<file path="src/rtl/rf_pkg.sv">
// Shared defaults and types for the pipelined integer register file.
package rf_pkg;

    localparam int unsigned RF_A_WIDTH  = 5;
    localparam int unsigned RF_D_WIDTH  = 32;
    localparam int unsigned RF_NRD      = 2;
    localparam int unsigned RF_TRIG_REG = 9;
    localparam int unsigned RF_OUT_REG  = 10;

    typedef logic [RF_A_WIDTH-1:0] rf_addr_t;
    typedef logic [RF_D_WIDTH-1:0] rf_data_t;

endpackage

</file>
<file path="src/rtl/rf_scoreboard.sv">
// Per-register busy tracking for RAW hazard detection against in-flight writebacks.
module rf_scoreboard
    import rf_pkg::*;
#(
    parameter int unsigned A_WIDTH = RF_A_WIDTH,
    parameter int unsigned NRD     = RF_NRD
) (
    input  logic                          clk,
    input  logic                          rst,
    input  logic                          iss_valid,
    input  logic [A_WIDTH-1:0]            iss_rd,
    input  logic                          we,
    input  logic [A_WIDTH-1:0]            wad,
    input  logic [NRD-1:0][A_WIDTH-1:0]   rad,
    output logic [NRD-1:0]                hazard,
    output logic [A_WIDTH:0]              busy_cnt
);

    localparam int unsigned DEPTH = 2**A_WIDTH;
    localparam int unsigned CW    = A_WIDTH + 1;

    logic [DEPTH-1:0] busy_q, busy_d;
    logic [CW-1:0]    cnt_q, cnt_d;

    // Issue is applied after writeback so a new producer keeps the bit set.
    always_comb begin
        busy_d = busy_q;
        if (we && (wad != '0)) begin
            busy_d[wad] = 1'b0;
        end
        if (iss_valid && (iss_rd != '0)) begin
            busy_d[iss_rd] = 1'b1;
        end
        busy_d[0] = 1'b0;
        cnt_d = '0;
        for (int unsigned i = 0; i < DEPTH; i++) begin
            cnt_d = cnt_d + CW'(busy_d[i]);
        end
    end

    always_ff @(posedge clk or posedge rst) begin
        if (rst) begin
            busy_q <= '0;
            cnt_q  <= '0;
        end else begin
            busy_q <= busy_d;
            cnt_q  <= cnt_d;
        end
    end

    // A value arriving on the bypass this cycle is not a hazard.
    always_comb begin
        hazard = '0;
        for (int unsigned p = 0; p < NRD; p++) begin
            hazard[p] = (rad[p] != '0) && busy_q[rad[p]] && !(we && (wad == rad[p]));
        end
    end

    assign busy_cnt = cnt_q;

endmodule

</file>
<file path="src/rtl/rf_pipe.sv">
// Integer register file with write bypass, hardwired x0, trigger/debug registers
// and a busy scoreboard for decode-stage hazard detection.
module rf_pipe
    import rf_pkg::*;
#(
    parameter int unsigned A_WIDTH  = RF_A_WIDTH,
    parameter int unsigned D_WIDTH  = RF_D_WIDTH,
    parameter int unsigned NRD      = RF_NRD,
    parameter int unsigned TRIG_REG = RF_TRIG_REG,
    parameter int unsigned OUT_REG  = RF_OUT_REG
) (
    input  logic                          clk,
    input  logic                          rst,
    input  logic                          trigger,
    input  logic                          we,
    input  logic [A_WIDTH-1:0]            wad,
    input  logic [D_WIDTH-1:0]            wd,
    input  logic                          iss_valid,
    input  logic [A_WIDTH-1:0]            iss_rd,
    input  logic [NRD-1:0][A_WIDTH-1:0]   rad,
    output logic [NRD-1:0][D_WIDTH-1:0]   rd,
    output logic [NRD-1:0]                hazard,
    output logic [A_WIDTH:0]              busy_cnt,
    output logic [D_WIDTH-1:0]            a0
);

    localparam int unsigned        DEPTH  = 2**A_WIDTH;
    localparam logic [A_WIDTH-1:0] TRIG_A = A_WIDTH'(TRIG_REG);
    localparam logic [A_WIDTH-1:0] OUT_A  = A_WIDTH'(OUT_REG);

    logic [D_WIDTH-1:0] mem_q [DEPTH];
    logic               wr_en;

    assign wr_en = we && (wad != '0) && (wad != TRIG_A);

    // Entry 0 only ever sees reset; the trigger register overrides any write.
    always_ff @(posedge clk or posedge rst) begin
        if (rst) begin
            for (int unsigned i = 0; i < DEPTH; i++) begin
                mem_q[i] <= '0;
            end
        end else begin
            if (wr_en) begin
                mem_q[wad] <= wd;
            end
            mem_q[TRIG_A] <= D_WIDTH'(trigger);
        end
    end

    always_comb begin
        rd = '0;
        for (int unsigned p = 0; p < NRD; p++) begin
            if (rad[p] == '0) begin
                rd[p] = '0;
            end else if (we && (wad == rad[p]) && (wad != TRIG_A)) begin
                rd[p] = wd;
            end else begin
                rd[p] = mem_q[rad[p]];
            end
        end
    end

    assign a0 = mem_q[OUT_A];

    rf_scoreboard #(
        .A_WIDTH (A_WIDTH),
        .NRD     (NRD)
    ) u_scoreboard (
        .clk       (clk),
        .rst       (rst),
        .iss_valid (iss_valid),
        .iss_rd    (iss_rd),
        .we        (we),
        .wad       (wad),
        .rad       (rad),
        .hazard    (hazard),
        .busy_cnt  (busy_cnt)
    );

endmodule

</file>
<file path="config.mk">
export PLATFORM = sky130hd
export DESIGN_NAME = rf_pipe
export DESIGN_NICKNAME = d
export VERILOG_FILES = /design/src/rtl/rf_pkg.sv /design/src/rtl/rf_scoreboard.sv /design/src/rtl/rf_pipe.sv
export SDC_FILE = /design/constraint.sdc
export NUM_CORES = 2
export LEC_CHECK = 0
export BUFFER_PORTS_ARGS = -buffer_cell sky130_fd_sc_hd__buf_2
export CELL_PAD_IN_SITES_DETAIL_PLACEMENT = 1
export CELL_PAD_IN_SITES_GLOBAL_PLACEMENT = 2
export CORE_ASPECT_RATIO = 1.1
export CORE_UTILIZATION = 47
export CTS_BUF_LIST = sky130_fd_sc_hd__clkbuf_4 sky130_fd_sc_hd__clkbuf_8 sky130_fd_sc_hd__clkbuf_16
export CTS_CLUSTER_SIZE = 40
export DETAILED_ROUTE_END_ITERATION = 10
export GPL_ROUTABILITY_DRIVEN = 0
export PLACE_DENSITY_LB_ADDON = 0.25
export RECOVER_POWER = 50
export SLEW_MARGIN = 30
export SYNTH_ARGS = -nofsm -noshare
export SYNTH_HDL_FRONTEND = slang
export SYNTH_SLANG_ARGS = --single-unit
</file>
<file path="constraint.sdc">
create_clock -name clk -period 44.1 [get_ports clk]
set_input_delay 6.615 -clock clk [delete_from_list [all_inputs] [get_ports clk]]
set_output_delay 6.615 -clock clk [all_outputs]
set_load 0.1 [all_outputs]
</file>
==> impl_metrics.toml <==
[run_status]
status = "finished, violations left"
violations = "max-capacitance violations, max-slew violations"

[cells_and_area]
syn2layout_area_growth_pct = 9.39
final_layout_size_suffix_gt1_share_pct = 50.7
fill_cells = 11352
fin_util_pct = 51.9
nets = 3814

[floorplanning]
die_y_um = 366
die_w_um = 333
start_util_pct = 47.4
die_area_um2 = 122000
fp.coreArea_um2 = 119000
rows = 133
io_pins = 161

[synth]
synthCells = 3835
synthXorXnorAreaFrac_pct = 0.201
yosysSeqAreaShare_pct = 45.5
synthMuxAreaShare_pct = 42.5
mappedNetlistArea_um2 = 56600
synth_top_family_by_area = "multiplexers"
synthAdderAreaFrac_pct = 1.01
synth_compound_area_share_pct = 3.88
async_reset_ff_share_pct = 100
synth.avg_cell_area_um2 = 14.8
synth_edf_count = 0
synth_cell_types = 57
syn_nets = 3924
synthSimpleGateAreaFrac_pct = 2.37
synth-warning-count = 0
ys_seq_elements = 1030
synth-main-ff-cell = "dfrtp_1"

[cts]
h-tree-depth = 3
numCtsBuffers = 114
cts_tree = "done"
clk_latency_ns = 0.74
cts_hold_buf = 0
clk_pin_slew_ns = 0.06
postCtsSetupRepairBufs = 0
cts_sinks = 1030
root_buffer = "clkbuf_16"
clockBufferDepth = 3
ctsResizeCount = 0

[sta]
fin_tns_setup_ns = 0
relSlewSlack_pct = -240
min_period_ns = 17.90
worst_pin_slew_ns = 5.11
post-route-period-util_pct = 40.6
max_freq_mhz = 55.9
drv_slew = 1204
setup_violations = 0
finalHoldViolCount = 0
clock_skew_ns = 0.0173
rsz0062_at_grt = "no"

[power]
irDropWorstVdd_mv = 0.199
leakage_nw = 27.1
pwr_density_cell_nw_per_um2 = 54.0

[grt]
grt-ovfl-total = 0
grt_pass1_wl_um = 272000
grtUsageTotal_pct = 30.3
grt_antenna_before_repair = 5
grt_pass1_vias = 38884
grt_max_degree = 162

[drt]
routed_wl_um = 180000
drtPass1Iterations = 5
antenna_left = 0
num_vias = 35481
drt_iter0_markers = 2854
wl_per_cell_um = 33.5
routed_via_density = 6.60
drc = 0

[critical_path]
r2r_end = "u_scoreboard.busy_cnt[4]"
required_ns = 37.49
rr_startpoint = "u_scoreboard.busy_q[1]"
worstSetupPathType = "input pin to output pin"
arrival_ns = 11.28
r2r_cells = 15
rrSetupSlack_ns = 38.85
critPathCaptureType = "output pin"
path_max_fanout = 34
cp-start-kind = "input pin"

[place]
port_buffers = 160
place_hpwl_um = 98900

[run]
max_cap_viol_count = 28

[hold_path]
whs_endpoint = "mem_q[1003]"
hold_depth = 0
hold_path.class = "flop to flop"
hp-start = "mem_q[1003]"
-- where the power goes --
part | switching (mW) | total, mW | internal [mW] | leakage [nW]
clock network | 0.412 | 1.03 | 0.615 | 2.04
registers | 0.137 | 1.27 | 1.14 | 13.2
logic | 0.555 | 1.05 | 0.495 | 11.9
-- per-stage QoR --
step | hold slack, ns | cell area (um2) | total power [mW] | cells | worst slack (ns)
after floorplan | 0.441 | 56600 | 2.10 | 3835 | 8.50
after detailed placement | 0.384 | 58000 | 2.35 | 5158 | 26.12
after global placement | 0.379 | 58000 | 2.32 | 5158 | 26.15
after global routing | 0.409 | 62000 | 3.53 | 5375 | 24.35
after CTS | 0.397 | 62100 | 3.39 | 5372 | 26.13
final | 0.393 | 62000 | 3.35 | 5376 | 26.20
-- state kept, by name, summed over array words and instances (netlist names) --
signal / flops
u_scoreboard.busy_q: 31
mem_q: 961
a0: 32
u_scoreboard.busy_cnt: 6
-- layout make-up --
cell class	instances	area, um2	share of cell area, %
Tap cell	1552	1940	3.13
Clock inverter	40	522	0.842
Multi-Input combinational cell	2254	28400	45.9
Sequential cell	1030	25800	41.6
Timing Repair Buffer	238	1430	2.30
Clock buffer	174	3530	5.70
Inverter	87	328	0.529
Antenna cell	1	2.50	0.00404
-- cells by family after synthesis --
| logic type | after synthesis |
|---|---|
| flops | 1030 |
| buf+inv | 551 |
| xor+xnor | 13 |
| compound gates | 303 |
| mux | 1623 |
| simple gates | 283 |
| fa+ha+maj | 32 |
-- placed cells by master (no fill, tap or decap), types with 11 or more instances in the layout --
master	count
dfrtp_1	1030
mux2_2	959
mux4_2	528
buf_2	142
mux2i_1	134
nand2_1	124
clkbuf_16	115
o21ai_0	99
inv_1	86
o221ai_1	59
buf_4	50
a22o_1	36
nand3_1	35
clkbuf_8	35
o2bb2ai_1	34
nor3_1	32
clkbuf_1	32
o211ai_1	30
clkbuf_4	25
fa_1	23
clkinv_2	18
nor2_1	15
nor2b_1	15
bufinv_16	11
-- worst max-delay path, stage by stage --
cell and delay [ns]:
clkbuf_1 0.50, nor3b_1 0.66, nand2_1 0.31, nand3_2 0.12, buf_4 0.64, nand3_2 0.76, buf_4 0.56, o221ai_1 0.56
buf_2 0.54
-- synth_stat cells, types with 8 or more instances --
cell       number  area, um2
ha_1            9        113
mux4_2        528      11900
nor2_1         16       60.1
and3_1         10       62.6
buf_1          14       52.6
buf_2         166        831
nand2_1       138        518
o21ai_0        99        495
mux2_2        961      10800
nor2b_1        16        100
o221ai_1       59        517
nand3_1        38        190
buf_6          14        158
inv_1          87        327
buf_4          53        398
fa_1           23        460
o2bb2ai_1      34        298
o211ai_1       30        225
clkbuf_1      217        815
and2_1          9       56.3
dfrtp_1      1030      25800
a22o_1         36        315
mux2i_1       134       1340
nor3_1         31        155
xnor2_1         8       70.1
-- layer usage --
metal | vias to the layer above | global-route usage, % | share of wire (%) | wire length (um)
met5 | - | 0 | 0.020 | 36
met4 | 6 | 10.9 | 3.5 | 6320
met3 | 353 | 4.77 | 6.2 | 11200
met2 | 1153 | 48.9 | 49 | 87400
met1 | 19548 | 41.8 | 42 | 75100
li1 | 14421 | - | - | -
-- worst max-delay path by stage --
stage	start	endpoint	slack [ns]	depth (start not counted)
after floorplan	rst	a0[0]	8.50	1
after global placement	rad[5]	rd[40]	26.15	10
after detailed placement	rad[5]	rd[46]	26.12	10
after CTS	rad[5]	rd[46]	26.13	10
after global routing	rst	mem_q[632]	24.35	5
final	wad[3]	rd[29]	26.20	9
Note: power is estimated with default switching activity, not from simulation.
